File: config.mk
export PLATFORM = sky130hd
export DESIGN_NAME = pipelined_cla_addsub_flat
export DESIGN_NICKNAME = d
export VERILOG_FILES = /design/src/rtl/pipelined_cla_addsub_if.sv /design/src/rtl/pipelined_cla_addsub.sv /design/src/flat_wrapper.sv
export SDC_FILE = /design/constraint.sdc
export NUM_CORES = 1
export LEC_CHECK = 0
export CAP_MARGIN = 30
export CELL_PAD_IN_SITES_DETAIL_PLACEMENT = 1
export CELL_PAD_IN_SITES_GLOBAL_PLACEMENT = 2
export CORE_AREA = 4 4 131 133
export DETAILED_ROUTE_END_ITERATION = 7
export DIE_AREA = 0 0 135 137
export PLACE_DENSITY_LB_ADDON = 0.1
export SYNTH_ARGS = -nofsm -noshare
export SYNTH_HDL_FRONTEND = slang
export SYNTH_SLANG_ARGS = --single-unit
File: constraint.sdc
create_clock -name clk -period 3.6 [get_ports clk]
set_clock_uncertainty 0.1 [all_clocks]
set_input_delay 0.72 -clock clk [delete_from_list [all_inputs] [get_ports clk]]
set_output_delay 0.72 -clock clk [all_outputs]
set_load 0.005 [all_outputs]
File: src/rtl/pipelined_cla_addsub_if.sv
// Operand and result handshake bundle for pipelined_cla_addsub.
// Latency: none. This is wiring only.
// Backpressure: the slave drives in_ready; the master drives out_ready.
//
// Ports: in_valid/in_ready/a/b/sub/sat form the operand beat.
//        out_valid/out_ready/s/c_out/ovf/zero/neg form the result beat.
// master = producer of operands and consumer of results; slave = the adder.
interface pipelined_cla_addsub_if #(
    parameter int WIDTH = 32
);
    logic             in_valid;
    logic             in_ready;
    logic [WIDTH-1:0] a;
    logic [WIDTH-1:0] b;
    logic             sub;
    logic             sat;
    logic             out_valid;
    logic             out_ready;
    logic [WIDTH-1:0] s;
    logic             c_out;
    logic             ovf;
    logic             zero;
    logic             neg;

    modport master (
        output in_valid, a, b, sub, sat, out_ready,
        input  in_ready, out_valid, s, c_out, ovf, zero, neg
    );

    modport slave (
        input  in_valid, a, b, sub, sat, out_ready,
        output in_ready, out_valid, s, c_out, ovf, zero, neg
    );
endinterface

File: src/rtl/pipelined_cla_addsub.sv
// Pipelined add/subtract: each stage handles one 16-bit slice with a carry-lookahead adder.
// Latency: NSTG = WIDTH/16 cycles. Throughput is one beat per cycle.
// Backpressure: a single global advance (!out_valid || out_ready) freezes every stage. in_ready equals that advance.
//
// Ports: clk, rst_n (async, active low); bus = pipelined_cla_addsub_if.slave
//        (operands a, b, sub, sat in; s, c_out, ovf, zero, neg out, valid/ready on both sides).
// Optional feature: define CLA_PIPE_SATURATE_EN to saturate s on signed overflow when sat=1.
//        Without it, sat is ignored and s is always the modular result.
module pipelined_cla_addsub #(
    parameter int WIDTH = 32
) (
    input  logic                   clk,
    input  logic                   rst_n,
    pipelined_cla_addsub_if.slave  bus
);
    localparam int NSTG = WIDTH / 16;

    // 4-bit lookahead carries c[1..4] from generate/propagate and c0.
    // The same equations serve the bit groups and the group-level unit.
    function automatic logic [4:1] lac4(input logic [3:0] g, input logic [3:0] p, input logic c0);
        logic [4:1] c;
        c[1] = g[0] | (p[0] & c0);
        c[2] = g[1] | (p[1] & g[0]) | (p[1] & p[0] & c0);
        c[3] = g[2] | (p[2] & g[1]) | (p[2] & p[1] & g[0]) | (p[2] & p[1] & p[0] & c0);
        c[4] = g[3] | (p[3] & g[2]) | (p[3] & p[2] & g[1]) | (p[3] & p[2] & p[1] & g[0])
             | (p[3] & p[2] & p[1] & p[0] & c0);
        return c;
    endfunction

    // 16-bit CLA. The result is {carry into bit 15, carry out, sum[15:0]}.
    function automatic logic [17:0] cla16(input logic [15:0] x, input logic [15:0] y, input logic cin);
        logic [15:0] g;
        logic [15:0] p;
        logic [3:0]  gg;
        logic [3:0]  gp;
        logic [4:0]  gc;
        logic [16:0] c;
        logic [4:1]  t;
        g = x & y;
        p = x ^ y;
        for (int j = 0; j < 4; j++) begin
            t     = lac4(g[4*j +: 4], p[4*j +: 4], 1'b0);
            gg[j] = t[4];
            gp[j] = &p[4*j +: 4];
        end
        gc[0]   = cin;
        gc[4:1] = lac4(gg, gp, cin);
        for (int j = 0; j < 4; j++) begin
            t              = lac4(g[4*j +: 4], p[4*j +: 4], gc[j]);
            c[4*j]         = gc[j];
            c[4*j+1 +: 3]  = t[3:1];
        end
        c[16] = gc[4];
        return {c[15], c[16], p ^ c[15:0]};
    endfunction

    logic adv;

    assign adv          = !stg[NSTG-1].vld_q || bus.out_ready;
    assign bus.in_ready = adv;

    for (genvar k = 0; k < NSTG; k++) begin : stg
        localparam int LO = 16 * k;
        localparam int HI = LO + 16;

        // Operand bits still to be added, with this stage's slice at the bottom.
        logic [WIDTH-LO-1:0] a_rem;
        logic [WIDTH-LO-1:0] b_rem;
        logic                vld_in;
        logic                c_in;
        logic                z_in;
        logic [HI-1:0]       sum_nxt;
        logic [17:0]         res;
        logic                vld_q;
        logic                c_q;
        logic                z_q;
        logic [HI-1:0]       sum_q;

        assign res = cla16(a_rem[15:0], b_rem[15:0], c_in);

        if (k == 0) begin : src
            // For subtraction, B is inverted here and sub enters as the +1 carry.
            assign a_rem   = bus.a;
            assign b_rem   = bus.b ^ {WIDTH{bus.sub}};
            assign vld_in  = bus.in_valid;
            assign c_in    = bus.sub;
            assign z_in    = 1'b1;
            assign sum_nxt = res[15:0];
        end else begin : src
            assign a_rem   = stg[k-1].skw.a_q;
            assign b_rem   = stg[k-1].skw.b_q;
            assign vld_in  = stg[k-1].vld_q;
            assign c_in    = stg[k-1].c_q;
            assign z_in    = stg[k-1].z_q;
            assign sum_nxt = {res[15:0], stg[k-1].sum_q};
        end

        always_ff @(posedge clk or negedge rst_n) begin
            if (!rst_n) begin
                vld_q <= 1'b0;
                c_q   <= 1'b0;
                z_q   <= 1'b0;
                sum_q <= '0;
            end else if (adv) begin
                vld_q <= vld_in;
                c_q   <= res[16];
                z_q   <= z_in & (res[15:0] == 16'h0);
                sum_q <= sum_nxt;
            end
        end

        // Skew registers: upper slices wait here until their stage comes up.
        if (HI < WIDTH) begin : skw
            logic [WIDTH-HI-1:0] a_q;
            logic [WIDTH-HI-1:0] b_q;
            always_ff @(posedge clk or negedge rst_n) begin
                if (!rst_n) begin
                    a_q <= '0;
                    b_q <= '0;
                end else if (adv) begin
                    a_q <= a_rem[WIDTH-LO-1:16];
                    b_q <= b_rem[WIDTH-LO-1:16];
                end
            end
        end

        // Only the top slice needs the carry into the MSB, to derive overflow.
        if (k == NSTG - 1) begin : lst
            logic cm_q;
            always_ff @(posedge clk or negedge rst_n) begin
                if (!rst_n) begin
                    cm_q <= 1'b0;
                end else if (adv) begin
                    cm_q <= res[17];
                end
            end
        end else begin : mid
            logic unused_cm;
            assign unused_cm = res[17];
        end

`ifdef CLA_PIPE_SATURATE_EN
        // The sat request travels with its beat.
        logic sat_in;
        logic sat_q;
        if (k == 0) begin : sat_src
            assign sat_in = bus.sat;
        end else begin : sat_src
            assign sat_in = stg[k-1].sat_q;
        end
        always_ff @(posedge clk or negedge rst_n) begin
            if (!rst_n) begin
                sat_q <= 1'b0;
            end else if (adv) begin
                sat_q <= sat_in;
            end
        end
`endif
    end

    logic [WIDTH-1:0] s_mod;
    logic [WIDTH-1:0] s_fin;
    logic             c_last;
    logic             ovf_w;
    logic             z_mod;

    assign s_mod  = stg[NSTG-1].sum_q;
    assign c_last = stg[NSTG-1].c_q;
    assign z_mod  = stg[NSTG-1].z_q;
    assign ovf_w  = stg[NSTG-1].lst.cm_q ^ c_last;

`ifdef CLA_PIPE_SATURATE_EN
    logic sat_hit;
    assign sat_hit = stg[NSTG-1].sat_q & ovf_w;
    // On overflow the modular sign is the opposite of the true sign.
    // So an MSB of 1 means the true result was positive.
    assign s_fin   = !sat_hit   ? s_mod :
                     s_mod[WIDTH-1] ? {1'b0, {(WIDTH-1){1'b1}}} : {1'b1, {(WIDTH-1){1'b0}}};
    assign bus.zero = z_mod & !sat_hit;
`else
    logic unused_sat;
    assign unused_sat = bus.sat;
    assign s_fin      = s_mod;
    assign bus.zero   = z_mod;
`endif

    assign bus.out_valid = stg[NSTG-1].vld_q;
    assign bus.s         = s_fin;
    assign bus.c_out     = c_last;
    assign bus.ovf       = ovf_w;
    assign bus.neg       = s_fin[WIDTH-1];
endmodule
File: src/flat_wrapper.sv
// flat-port wrapper written by rule: the top's interface ports become plain ports
module pipelined_cla_addsub_flat 
#(
    parameter int WIDTH = 32
)
  (clk, rst_n, bus_in_valid, bus_a, bus_b, bus_sub, bus_sat, bus_out_ready, bus_in_ready, bus_out_valid, bus_s, bus_c_out, bus_ovf, bus_zero, bus_neg);
  pipelined_cla_addsub_if #(.WIDTH(WIDTH)) bus_i ();
  input  logic clk;
  input  logic rst_n;
  input wire logic [$bits(bus_i.in_valid)-1:0] bus_in_valid;
  input wire logic [$bits(bus_i.a)-1:0] bus_a;
  input wire logic [$bits(bus_i.b)-1:0] bus_b;
  input wire logic [$bits(bus_i.sub)-1:0] bus_sub;
  input wire logic [$bits(bus_i.sat)-1:0] bus_sat;
  input wire logic [$bits(bus_i.out_ready)-1:0] bus_out_ready;
  output wire logic [$bits(bus_i.in_ready)-1:0] bus_in_ready;
  output wire logic [$bits(bus_i.out_valid)-1:0] bus_out_valid;
  output wire logic [$bits(bus_i.s)-1:0] bus_s;
  output wire logic [$bits(bus_i.c_out)-1:0] bus_c_out;
  output wire logic [$bits(bus_i.ovf)-1:0] bus_ovf;
  output wire logic [$bits(bus_i.zero)-1:0] bus_zero;
  output wire logic [$bits(bus_i.neg)-1:0] bus_neg;
  assign bus_i.in_valid = bus_in_valid;
  assign bus_i.a = bus_a;
  assign bus_i.b = bus_b;
  assign bus_i.sub = bus_sub;
  assign bus_i.sat = bus_sat;
  assign bus_i.out_ready = bus_out_ready;
  assign bus_in_ready = bus_i.in_ready;
  assign bus_out_valid = bus_i.out_valid;
  assign bus_s = bus_i.s;
  assign bus_c_out = bus_i.c_out;
  assign bus_ovf = bus_i.ovf;
  assign bus_zero = bus_i.zero;
  assign bus_neg = bus_i.neg;
  pipelined_cla_addsub #(.WIDTH(WIDTH)) u_core (.clk(clk), .rst_n(rst_n), .bus(bus_i));
endmodule
==> metrics <==
outcome finished clean; clk_lat worst skew between 300 and 400 ps; antenna violations before repair 0; Syn Area/Cell 9.12 sq um; Total GRT Usage 0.155; Setup violations, final 0; RePlAce Congestion between 0.7 and 0.8; antenna-violating nets left 0; Crit Path Class in2reg; Worst EP arrival between 3000 and 4000 ps; element type at the critical path end flop; fin area 6880 sq um; Clock transition at path regs about 60 ps; total power between 3 and 4 mW; antenna cells 0; drt pass-1 iters 4; critical path fanouts, max 6; max incr delay on CP between 500 and 600 ps; Vias/cell 4.57; clock sinks 87; Die W 135 um; Cell Count, Final, Fillers Out ~890; CTS Buf Count 9; placed cell count around 860; Worst Path Required around 3800 ps; Hold Violations, Final 0; Hold WS around 73 ps; CTS tree done; GRT Residual Overflow 0; fin util 0.435; ys flop type dfrtp_1; CTS H-tree depth 3; global-route wire length before repair around 23,000 um; RSZ-0062 raised after global routing true; largest net degree at the start of global routing approximately 100; PwrDens 581 nW/um^2; worst slew pin tran roughly 980 ps; f_max between 0.2 and 0.3 GHz; fraction of layout cells with a size suffix above 1 0.139; Post-synth EDFFs 0; Area Growth Syn to Fin 41.2%; Synth Register Bits between 80 and 90; Final HPWL DP 10,100 um; IO Pins 108; crit path time final ~3600 ps; Port Buffers around 110; Placed Instance Area about 6300 sq um; clk buf depth 2; Synthesis Warnings 0; core area roughly 16,000 sq um; Final Net Count 780; syn_nets 643; fill count about 1,800; Vias 4,076; clock root buffer clkbuf_16; Final Cycle Share 0.991; Crit path buffers/inverters 1; Seq/Total Area, Yosys 0.447; worst path cell trace buf_12, xor2_1, ha_1, nand3_1, o2111a_2, o31a_4, nor2_4, a311oi_2, fa_2, nand3_2, nor3_2, nand4_1, or3b_1, o31ai_1; DIE AREA 18,500 sq um; Die Y between 100 and 150 um; Synth area leaders dfrtp_1 45%, nand2_1 12%, ha_1 8.2%; Synth area leader dfrtp_1; critical path launch point type input port; library cells used by synthesis 50; fin. max-slew vios 0; Rows 46; vias in the first global route 4,591; Synth Instances about 530; mapped cell area a little under 5000 sq um; number of remaining DRC errors 0; TNS Setup 0 ps; critical path's top delay family simple AND/OR/NAND/NOR gates; Max Cap Violations 0; Slew headroom 0.345; Initial Util 0.308; hold crit path type in2async; total wire length ~14,000 um; DR WL/cell roughly 15 um; Final WS setup around 34 ps; starting DRC count in detailed routing between 150 and 200; LEAKAGE between 3 and 4 nW; Slowest cell on crit path fa_2; Max IR drop VDD approximately 290 uV; Async SR Flop Fraction 1.00; pre-CTS WS -766 ps; share of the synthesized area in the top cell type 0.447
-- layer usage --
metal  track usage  share of wire  vias to the layer above
met5             0              0                        -
met4        0.0543          0.019                        0
met3        0.0279          0.031                       16
met2         0.265           0.47                       75
met1         0.199           0.48                     1948
li1              -              -                     2037
-- report_power, final --
group	internal, mW	total, mW	leakage (nW)	switching [mW]
Sequential	1.25	1.42	1.04	0.164
Combinational	0.830	1.56	1.92	0.733
Clock	0.628	1.02	0.156	0.391
Total	2.71	4.00	3.11	1.29
-- logic make-up (layout without fill, tap and decap cells) --
| family | Yosys count | in the layout | synth area share |
|---|---|---|---|
| and+or+nand+nor | 217 | 217 | 0.182 |
| AOI/OAI and AO/OA | 94 | 94 | 0.121 |
| DFF | 87 | 87 | 0.447 |
| xor gates and xnor gates | 55 | 55 | 0.0989 |
| adders and majority gates | 39 | 39 | 0.111 |
| buffers and inverters | 38 | 180 | 0.0316 |
| muxes | 4 | 4 | 0.00873 |
-- path summary, 6_finish.rpt --
| kind | to | cells after the start | slack, ps | from |
|---|---|---|---|---|
| max in group asynchronous | u_core.stg[0].skw.b_q[6] | 3 | 2490 | rst_n |
| max reg2reg | u_core.bus.zero | 12 | 320 | u_core.stg[0].skw.b_q[5] |
| min | u_core.stg[0].sum_q[10] | 1 | 70 | rst_n |
| min reg2reg | u_core.bus.out_valid | 1 | 350 | u_core.stg[0].vld_q |
| min in group clk | u_core.bus.out_valid | 1 | 350 | u_core.stg[0].vld_q |
| max | u_core.stg[0].z_q | 14 | 30 | bus_sub |
-- area by class of cell --
| class | count | area, sq um | area share |
|---|---|---|---|
| multi-input combinational | 409 | 2650 | 0.386 |
| clock buffer | 11 | 243 | 0.0353 |
| timing repair buffer | 150 | 1400 | 0.204 |
| inverter | 14 | 52.6 | 0.00764 |
| clock inverter | 5 | 81.3 | 0.0118 |
| tap | 216 | 270 | 0.0393 |
| sequential | 87 | 2180 | 0.316 |
-- synthesized netlist by cell type (2+ instances only) --
cell type and instances:
mux2_2 2, clkbuf_1 21, ha_1 32, or3_1 2, o31ai_1 3, o21ai_0 31
xnor2_1 25, nand2_1 154, nor3_1 5, a211oi_1 6, nand4_1 4, nand3_1 6
o21bai_1 2, o21ai_1 7, a31oi_1 3, mux2i_1 2, inv_1 14, nand2b_1 5
fa_1 7, a21oi_1 23, dfrtp_1 87, nor2_1 32, xor2_1 30, o21a_1 2
a21o_1 3, o31a_1 2
-- cell usage in the layout (no fill, tap or decap), types with 4 or more instances in the layout --
cell             Yosys  routed
nand2_1            154     153
dlygate4sd2_1        0       7
xor2_1              30      25
xnor2_1             25      25
fa_1                 7       6
a211oi_1             6       5
clkdlybuf4s50_1      0      92
xor2_2               0       5
o21ai_0             31      31
ha_1                32      31
inv_1               14      13
dfrtp_1             87      87
nor2_1              32      30
nand4_1              4       4
nand3_1              6       5
clkbuf_16            0       9
a21oi_1             23      21
o21ai_1              7       7
nand2b_1             5       5
buf_4                1      43
-- flip-flops by register name, indices dropped and copies added (netlist names) --
signal	count
u_core.bus.zero	1
u_core.bus.out_valid	1
u_core.stg.sum_q	16
u_core.stg.vld_q	1
u_core.stg.skw.b_q	16
u_core.stg.skw.a_q	16
u_core.bus.s	32
u_core.stg.z_q	1
u_core.bus.c_out	1
u_core.stg.lst.cm_q	1
u_core.stg.c_q	1
-- timing repair --
item                       in CTS  in global routing
buffers inserted               11                  1
pin swaps                      26                 13
hold buffers                    0                  0
setup endpoints to repair       1                  2
resized for setup              40                  9
-- worst register-to-register path: cells and delay by family (launching register included) --
kind	cells	cell delay, ps
fa+ha+maj	2	810
compound gates	4	830
xor+xnor	1	190
flops	1	390
simple gates	5	900
Power figures use the tool's default switching activity.
